--- src/rtl/ps2_movement_decoder_pkg.sv ---
`default_nettype none
// +------------------------------------------------------------------+
// | ps2_movement_decoder_pkg: scan codes, receiver states, key lookup |
// | Revision: 1.0                                                     |
// +------------------------------------------------------------------+
package ps2_movement_decoder_pkg;

  localparam logic [7:0] SC_EXT     = 8'hE0;
  localparam logic [7:0] SC_BRK     = 8'hF0;
  localparam logic [7:0] SC_OVR0    = 8'h00;
  localparam logic [7:0] SC_OVR1    = 8'hFF;
  localparam logic [7:0] SC_RIGHT_E = 8'h74;
  localparam logic [7:0] SC_LEFT_E  = 8'h6B;
  localparam logic [7:0] SC_FWD_E   = 8'h75;
  localparam logic [7:0] SC_BACK_E  = 8'h72;
  localparam logic [7:0] SC_RIGHT   = 8'h23;
  localparam logic [7:0] SC_LEFT    = 8'h1C;
  localparam logic [7:0] SC_FWD     = 8'h1D;
  localparam logic [7:0] SC_BACK    = 8'h1B;

  typedef enum logic [1:0] {
    RX_IDLE   = 2'd0,
    RX_DATA   = 2'd1,
    RX_PARITY = 2'd2,
    RX_STOP   = 2'd3
  } rx_state_t;

  // Returns {hit, index}; index 3=right, 2=left, 1=forward, 0=backward.
  function automatic logic [2:0] key_lookup(input logic ext, input logic [7:0] code);
    logic [2:0] res;
    res = 3'b000;
    if (ext) begin
      case (code)
        SC_RIGHT_E: res = 3'b111;
        SC_LEFT_E:  res = 3'b110;
        SC_FWD_E:   res = 3'b101;
        SC_BACK_E:  res = 3'b100;
        default:    res = 3'b000;
      endcase
    end else begin
      case (code)
        SC_RIGHT: res = 3'b111;
        SC_LEFT:  res = 3'b110;
        SC_FWD:   res = 3'b101;
        SC_BACK:  res = 3'b100;
        default:  res = 3'b000;
      endcase
    end
    return res;
  endfunction

endpackage
`default_nettype wire

--- src/rtl/ps2_movement_decoder_rx.sv ---
`default_nettype none
// +------------------------------------------------------------------+
// | ps2_rx: sync, glitch filter, frame receiver with timeout          |
// | Revision: 1.0                                                     |
// +------------------------------------------------------------------+
module ps2_rx
  import ps2_movement_decoder_pkg::*;
#(
  parameter int FILTER_LEN     = 8,
  parameter int TIMEOUT_CYCLES = 50000
) (
  input  logic       clock,
  input  logic       reset,
  input  logic       i_ps2_clk,
  input  logic       i_ps2_dat,
  output logic       o_byte_valid,
  output logic [7:0] o_scan_code,
  output logic       o_frame_error
);

  localparam int FW = $clog2(FILTER_LEN + 1);
  localparam int TW = $clog2(TIMEOUT_CYCLES + 1);

  logic [1:0]    r_clk_s;
  logic [1:0]    r_dat_s;
  logic          r_filt;
  logic [FW-1:0] r_fcnt;
  rx_state_t     r_state;
  logic [7:0]    r_shift;
  logic [2:0]    r_bitcnt;
  logic          r_par;
  logic [TW-1:0] r_tcnt;

  logic w_flip;
  logic w_strobe;
  logic w_dat;
  logic w_timeout;

  assign w_flip    = (r_clk_s[1] != r_filt) && (r_fcnt == FW'(FILTER_LEN - 1));
  assign w_strobe  = w_flip && r_filt;
  assign w_dat     = r_dat_s[1];
  assign w_timeout = (r_state != RX_IDLE) && !w_strobe && (r_tcnt == TW'(TIMEOUT_CYCLES - 1));

  always_ff @(posedge clock or negedge reset) begin
    if (!reset) begin
      r_clk_s <= 2'b11;
      r_dat_s <= 2'b11;
      r_filt  <= 1'b1;
      r_fcnt  <= '0;
    end else begin
      r_clk_s <= {r_clk_s[0], i_ps2_clk};
      r_dat_s <= {r_dat_s[0], i_ps2_dat};
      if (r_clk_s[1] == r_filt) begin
        r_fcnt <= '0;
      end else if (w_flip) begin
        r_filt <= r_clk_s[1];
        r_fcnt <= '0;
      end else begin
        r_fcnt <= r_fcnt + 1'b1;
      end
    end
  end

  always_ff @(posedge clock or negedge reset) begin
    if (!reset) begin
      r_state       <= RX_IDLE;
      r_shift       <= '0;
      r_bitcnt      <= '0;
      r_par         <= 1'b0;
      r_tcnt        <= '0;
      o_byte_valid  <= 1'b0;
      o_scan_code   <= 8'h00;
      o_frame_error <= 1'b0;
    end else begin
      o_byte_valid  <= 1'b0;
      o_frame_error <= 1'b0;
      if (r_state == RX_IDLE || w_strobe) r_tcnt <= '0;
      else                                r_tcnt <= r_tcnt + 1'b1;

      case (r_state)
        RX_IDLE: begin
          if (w_strobe && !w_dat) begin
            r_state  <= RX_DATA;
            r_bitcnt <= '0;
          end
        end
        RX_DATA: begin
          if (w_strobe) begin
            r_shift  <= {w_dat, r_shift[7:1]};
            r_bitcnt <= r_bitcnt + 1'b1;
            if (r_bitcnt == 3'd7) r_state <= RX_PARITY;
          end
        end
        RX_PARITY: begin
          if (w_strobe) begin
            r_par   <= w_dat;
            r_state <= RX_STOP;
          end
        end
        RX_STOP: begin
          if (w_strobe) begin
            if ((^{r_shift, r_par}) && w_dat) begin
              o_byte_valid <= 1'b1;
              o_scan_code  <= r_shift;
            end else begin
              o_frame_error <= 1'b1;
            end
            r_state <= RX_IDLE;
          end
        end
        default: r_state <= RX_IDLE;
      endcase

      // A stalled keyboard must not leave a half-received frame pending.
      if (w_timeout) begin
        r_state       <= RX_IDLE;
        o_frame_error <= 1'b1;
      end
    end
  end

endmodule
`default_nettype wire

--- src/rtl/ps2_movement_decoder.sv ---
`default_nettype none
// +------------------------------------------------------------------+
// | ps2_movement_decoder: PS/2 make/break decode to four held flags   |
// | Revision: 1.0                                                     |
// +------------------------------------------------------------------+
module ps2_movement_decoder
  import ps2_movement_decoder_pkg::*;
#(
  parameter int FILTER_LEN     = 8,
  parameter int TIMEOUT_CYCLES = 50000
) (
  input  logic       clock,
  input  logic       reset,
  input  logic       ps2_clk,
  input  logic       ps2_dat,
  output logic       turn_right,
  output logic       turn_left,
  output logic       move_forward,
  output logic       move_backward,
  output logic       byte_valid,
  output logic [7:0] scan_code,
  output logic       frame_error
);

  logic       w_bv;
  logic       w_fe;
  logic [7:0] w_code;
  logic [2:0] w_hit;
  logic [3:0] r_keys;
  logic       r_ext;
  logic       r_brk;

  ps2_rx #(
    .FILTER_LEN     (FILTER_LEN),
    .TIMEOUT_CYCLES (TIMEOUT_CYCLES)
  ) u_rx (
    .clock         (clock),
    .reset         (reset),
    .i_ps2_clk     (ps2_clk),
    .i_ps2_dat     (ps2_dat),
    .o_byte_valid  (w_bv),
    .o_scan_code   (w_code),
    .o_frame_error (w_fe)
  );

  assign w_hit = key_lookup(r_ext, w_code);

  always_ff @(posedge clock or negedge reset) begin
    if (!reset) begin
      r_keys <= 4'b0000;
      r_ext  <= 1'b0;
      r_brk  <= 1'b0;
    end else if (w_fe) begin
      r_ext <= 1'b0;
      r_brk <= 1'b0;
    end else if (w_bv) begin
      if (w_code == SC_EXT) begin
        r_ext <= 1'b1;
      end else if (w_code == SC_BRK) begin
        r_brk <= 1'b1;
      end else if (w_code == SC_OVR0 || w_code == SC_OVR1) begin
        r_keys <= 4'b0000;
        r_ext  <= 1'b0;
        r_brk  <= 1'b0;
      end else begin
        if (w_hit[2]) r_keys[w_hit[1:0]] <= !r_brk;
        r_ext <= 1'b0;
        r_brk <= 1'b0;
      end
    end
  end

  assign turn_right    = r_keys[3];
  assign turn_left     = r_keys[2];
  assign move_forward  = r_keys[1];
  assign move_backward = r_keys[0];
  assign byte_valid    = w_bv;
  assign scan_code     = w_code;
  assign frame_error   = w_fe;

endmodule
`default_nettype wire

--- config.mk ---
export PLATFORM = sky130hd
export DESIGN_NAME = ps2_movement_decoder
export DESIGN_NICKNAME = d
export VERILOG_FILES = /design/src/rtl/ps2_movement_decoder_pkg.sv /design/src/rtl/ps2_movement_decoder_rx.sv /design/src/rtl/ps2_movement_decoder.sv
export SDC_FILE = /design/constraint.sdc
export NUM_CORES = 1
export LEC_CHECK = 0
export CORE_UTILIZATION = 35
export DETAILED_ROUTE_END_ITERATION = 16
export DONT_BUFFER_PORTS = 1
export SLEW_MARGIN = 20
export SYNTH_ARGS = -nofsm -noshare
export SYNTH_HDL_FRONTEND = slang
export SYNTH_SLANG_ARGS = --single-unit
--- constraint.sdc ---
create_clock -name clock -period 3.15 [get_ports clock]
set_clock_uncertainty 0.2 [all_clocks]
set_input_delay 0.63 -clock clock [delete_from_list [all_inputs] [get_ports clock]]
set_output_delay 0.63 -clock clock [all_outputs]
set_load 0.1 [all_outputs]
==> results.md, run 1 <==
- DIE AREA: 0.008611 mm2
- Initial DRC count: 68
- Total grt overflow: 0
- Diode count: 0
- Delay-heaviest family, CP: compound AO/OA/AOI/OAI gates
- WHS: 114.1 ps
- Num rows: 32
- Crit path max fanout: 8
- First-pass GRT wire length: 9356 um
- Layout Nets: 290
- Crit start category: flip-flop
- Most frequent cells in the layout: dfrtp_1, nor2_1, mux2_2
- Worst vdd ir: 0.0004336 V
- Worst hold-check path type: in -> reg
- Crit. End Element: flip-flop
- Width of the die: 92.80 um
- GRT Overall Usage: 13.53%
- Req. time, crit path: 3150 ps
- Layout cells sized above 1: 20.14%
- Number of remaining DRC errors: 0
- Synth cell types: 58
- Min Tclk post-route: 2449 ps
- Slew of the pin with the lowest slew margin: 936.1 ps
- Post-Syn Instances: 265
- Outcome: complete, no violations
- Cell Pwr Density: 491.0 mW/mm2
- Vias/cell: 5.097
- Syn-to-layout area delta: 10.10%
- Mapped Nets: 278
- Total internal power: 1103 uW
- Post-synth EDFFs: 0
- Sequential-to-total area share from yosys stat: 47.92%
- Setup_tns: 0 ps
- Netlist Area Pre-Place: 0.002885 mm2
- Die height: 92.80 um
- CTS Root Cell: clkbuf_8
- Number of global-route vias before repair: 2011
- Initial Util: 36.77%
- Post-place setup slack: 731.2 ps
- Slew Limit Fails: 0
- Crit Path Category: reg -> reg
- Tot Pwr: 1560 uW
- GPL Wtd Cong: 0.8366
- Leak: 0.001478 uW
- Rel. slew slack: 37.60%
- Flop pwr share: 52.7%
- Fin crit share: 77.74%
- Hold Violations, Final: 0
- Worst Setup Slack, final: 701.3 ps
- # clock sinks: 55
- DR vias: 1937
- Final setup violation count: 0
- Worst path bufs/invs: 1
- Clock latency on the worst-skew pair: 300 ps
- Combinational share of power: 20.5%
- Detailed placement HPWL: 3636 um
- Post-route ant nets: 0
- Net switching power: 456.8 uW
- Worst EP arrival: 2440 ps
- Total of max-cap violations: 0
- Port Buffers: 0
- Async S/R FF share, synth: 100.0%
- Fillers: 780
- Slowest cell on the critical path: a22oi_1
- Synth Register Bits: 55
- CTS tree: done
- CTS HTree Levels: 2
- Yosys warns: 0
- Largest net degree at the start of global routing: 56
- Routed len/inst: 13.68 um
- Max Clock Freq: 408.4 MHz
- RSZ-0062 raised after global routing: false
- Crit path cell chain: buf_4 -> nand2b_1 -> o32ai_1 -> a22oi_1 -> nand2_1 -> and3_2 -> a211o_1
- Detailed Routing Iterations Pass 1: 4
- Critical Path Max Stage Delay: 510 ps
- Most common cell after layout, fill and taps aside: dfrtp_1
- I/O Pins: 18
- Switch share: 29.28%
- Final WL: 5198 um
- Clock buffer depth: 2
- Initial antenna violation count: 0
- Clock Pin Slew Worst Setup and Hold Paths: 90 ps
- Cts bufs inserted: 5
- Clock power frac: 26.8%
- Syn_area_per_cell: 10.89 um2
- Placeable Area: 0.007848 mm2
- Ys flop type: dfrtp_1
## layout make-up
class | instances | area [um2] | share of cell area, %
Multi-Input combinational cell | 195 | 1416 | 44.58
Sequential cell | 55 | 1383 | 43.52
Tap cell | 102 | 127.6 | 4.017
Timing Repair Buffer | 13 | 120.1 | 3.781
Clock buffer | 7 | 96.34 | 3.033
Inverter | 7 | 26.28 | 0.8271
Clock inverter | 1 | 7.507 | 0.2363
## power by group through the flow
stage / combinational [uW] / sequential (uW) / clock [uW]
floorplan: 252 / 824 / 0
global placement: 299 / 834 / 0
detailed placement: 305 / 836 / 0
CTS: 326 / 822 / 447
global route: 358 / 833 / 464
finish: 319 / 823 / 418
## registers in the layout, indices dropped and copies added, names as in the netlist, 2 cells and up
register	flops
u_rx.r_fcnt	4
r_keys	4
u_rx.r_tcnt	16
u_rx.r_bitcnt	3
u_rx.o_scan_code	8
u_rx.r_shift	8
u_rx.r_clk_s	2
u_rx.r_state	2
u_rx.r_dat_s	2
## synth_stat cells (4+ instances only)
master     n  area (um2)
a21oi_1    6       30.03
and3_1     4       25.02
dfrtp_1   50        1251
dfstp_2    5       131.4
ha_1       9       112.6
inv_1      7       26.28
mux2_2    18       202.7
nand2_1   15       56.30
nand2b_1   7       43.79
nand3_1   14       70.07
nor2_1    30       112.6
o21ai_0    4       20.02
xnor2_1   11       96.34
xor2_1    11       96.34
## routing by layer
metal	vias up	global-route usage, %	routed length, um
met3	2	3.038	211
met2	23	22.73	2535
met4	0	3.462	24
met1	957	17.56	2426
li1	955	-	-
met5	-	0	0
## through the flow
stage               cell area (um2)  std cells  utilization, %
global placement               3035        370           38.68
global route                   3177        380           40.48
floorplan                      2885        265               -
CTS                            3177        380           40.48
detailed placement             3035        370           38.68
finish                         3177        380           40.48
## cell families after synthesis
kind of cell	share of synthesized area (%)
compound gates	9.974
mux	8.066
fa+ha+maj	3.903
xor+xnor	7.459
simple gates	19.69
flops	47.92
buf+inv	2.992
## timing repair
action	in CTS	in global routing
hold buffers	2	0
endpoints found under the setup margin	0	0
setup buffers	0	0
hold endpoints to repair	55	0
gates resized for setup	0	0
## path summary, 6_finish.rpt
kind / startpoint / to / slack, ps / cells after the start
worst max-delay path: u_rx.o_scan_code[5]$_DFFE_PN0P_ / r_keys[1]$_DFFE_PN0P_ / 700 / 7
worst min-delay path: ps2_clk / u_rx.r_clk_s[0]$_DFF_PN1_ / 110 / 0
worst max register to register: u_rx.o_scan_code[5]$_DFFE_PN0P_ / r_keys[1]$_DFFE_PN0P_ / 700 / 7
worst min register to register: u_rx.r_clk_s[0]$_DFF_PN1_ / u_rx.r_clk_s[1]$_DFF_PN1_ / 160 / 0
max in group asynchronous: reset / u_rx.r_dat_s[1]$_DFF_PN1_ / 1830 / 2
min in group asynchronous: reset / u_rx.r_bitcnt[0]$_DFFE_PN0P_ / 650 / 2
Note: power is estimated with default switching activity, not from simulation.
==> inputs of run 2 (changes only) <==
- clock period: 3.15 -> 2 ns (I/O delays scaled with it)
==> run 2 against run 1 <==
- the flow now finishes with violations (setup timing)
- clock-buffer cell count down 1
- cell count up 13%
- die area unchanged
- cell area up 15%
- critical path type unchanged
- largest cell class unchanged
- largest power group unchanged
==> results.md, run 2 (synthesis results as in run 1) <==
- Outcome: finished with violations
- Failing checks: setup timing
- Hold path cells: 0
- Reg2reg start: u_rx.o_scan_code[7]$_DFFE_PN0P_
- Diode count: 0
- Reg2Reg Depth: 5
- Post-place setup slack: -299.1 ps
- Crit path cell chain: or4_1 -> or3_4 -> and2_4 -> a21bo_4 -> a211o_1
- Clock buffer depth: 2
- Crit Path Category: reg -> reg
- Slew Limit Fails: 0
- Cts bufs inserted: 5
- Routed len/inst: 13.46 um
- Slew of the pin with the lowest slew margin: 544.7 ps
- Total grt overflow: 0
- Most frequent cells in the layout: buf_4, dfrtp_1, nor2_1
- Cell Pwr Density: 703.1 mW/mm2
- Number of remaining DRC errors: 0
- Max reg flops: 16
- Vias/cell: 4.932
- Final non-filler cell total: 429
- Hold Violations, Final: 0
- Worst Setup Slack, final: -302.2 ps
- Fillers: 733
- CTS Root Cell: clkbuf_8
- Leak: 0.001725 uW
- Hold Crit Start: u_rx.r_dat_s[0]$_DFF_PN1_
- Initial Util: 36.77%
- Worst hold-check path type: reg -> reg
- Largest regs: u_rx.r_tcnt (16), u_rx.o_scan_code (8), u_rx.r_shift (8)
- Most common cell after layout, fill and taps aside: buf_4
- Layout cells sized above 1: 36.39%
- Die height: 92.80 um
- Num rows: 32
- Final setup violation count: 12
- Worst EP arrival: 2310 ps
- CTS tree: done
- Post-route ant nets: 0
- Initial antenna violation count: 0
- First-pass GRT wire length: 10160 um
- Crit start category: flip-flop
- Largest net degree at the start of global routing: 56
- RSZ-0062 raised after global routing: true
- Worst vdd ir: 0.0005404 V
- GRT Overall Usage: 14.71%
- Min Tclk post-route: 2302 ps
- Crit. End Element: flip-flop
- Clock latency on the worst-skew pair: 310 ps
- FF-to-FF End: r_keys[1]$_DFFE_PN0P_
- Syn-to-layout area delta: 26.11%
- Inst Count DP: 407
- DIE AREA: 0.008611 mm2
- Slowest cell on the critical path: or4_1
- Initial DRC count: 133
- Register Area: 0.001403 mm2
- Detailed placement HPWL: 4001 um
- Area of the multi-input gates: 0.001494 mm2
- Max Clock Freq: 434.4 MHz
- Total of max-cap violations: 0
- Top reg by flops: u_rx.r_tcnt
- # clock sinks: 55
- DR vias: 2116
- Critical Path Max Stage Delay: 510 ps
- I/O Pins: 18
- Port Buffers: 0
- Req. time, crit path: 2010 ps
- Detailed Routing Iterations Pass 1: 4
- Hold EP: u_rx.r_dat_s[1]$_DFF_PN1_
- Width of the die: 92.80 um
- CTS HTree Levels: 2
- Number of global-route vias before repair: 2192
- Rel. slew slack: 63.69%
- Setup slack, reg-to-reg: -300 ps
- Placeable Area: 0.007848 mm2
- Crit path max fanout: 4
- Layout Nets: 339
- Clock Pin Slew Worst Setup and Hold Paths: 110 ps
- Final WL: 5773 um
- Fin crit share: 115.1%
- GPL Wtd Cong: 0.8051
## run 2: cell types whose count changed in the layout (fill, tap and decap cells not counted), sizes merged
cell and change:
clkinv +1, dlygate4sd3 +2, clkbuf -1, buf +46
nand3 +1
## run 2: report_power, final
part	leakage [uW]	switching, uW	internal (uW)
registers	0.000725	73.8	1220
logic	0.000959	353	293
clock network	0.0000412	373	246
## run 2: worst max path at each step
stage / start / to / slack (ps)
detailed placement: u_rx.o_scan_code[4]$_DFFE_PN0P_ / r_keys[1]$_DFFE_PN0P_ / -300
floorplan: u_rx.o_scan_code[7]$_DFFE_PN0P_ / r_keys[0]$_DFFE_PN0P_ / -490
global route: u_rx.o_scan_code[7]$_DFFE_PN0P_ / r_keys[1]$_DFFE_PN0P_ / -360
finish: u_rx.o_scan_code[7]$_DFFE_PN0P_ / r_keys[1]$_DFFE_PN0P_ / -300
CTS: u_rx.o_scan_code[4]$_DFFE_PN0P_ / r_keys[1]$_DFFE_PN0P_ / -300
global placement: u_rx.o_scan_code[4]$_DFFE_PN0P_ / r_keys[1]$_DFFE_PN0P_ / -270
## run 2: metrics by stage
stage               instance area [um2]  util, %  total power [uW]  TNS [ps]  hold WS, ps
CTS                                3573    45.54              2569     -1661        163.2
detailed placement                 3363    42.86              1878     -1941       -94.07
floorplan                          2942        -              1722     -1756       -95.59
global route                       3638    46.36              2727     -2822        169.2
finish                             3638    46.36              2558     -1599        161.8
global placement                   3363    42.86              1846     -1751       -93.53
## run 2: area by class of cell
type | count | share of cell area, %
Sequential cell | 55 | 38.55
Tap cell | 102 | 3.508
Inverter | 7 | 0.7221
Clock inverter | 2 | 0.3439
Clock buffer | 6 | 1.994
Multi-Input combinational cell | 196 | 41.06
Timing Repair Buffer | 61 | 13.82
## run 2: repair_timing
item	CTS	global route
setup buffers	5	4
endpoints found under the hold margin	57	0
gates cloned	1	1
hold buffers	4	0
setup endpoints to repair	23	24
pin swaps	7	7
gates resized for setup	5	7
## run 2: critical path: cells and delay by family (launching register included)
| kind | cells | cell delay [ps] |
|---|---|---|
| and+or+nand+nor | 3 | 1000 |
| AOI/OAI and AO/OA | 2 | 510 |
| DFF | 1 | 480 |
## run 2: routing by layer
metal  global-route usage, %  share of wire [%]
met5                       0                  0
met4                   2.692               0.59
met3                   2.956                2.6
met2                   25.43                 50
met1                   19.13                 47
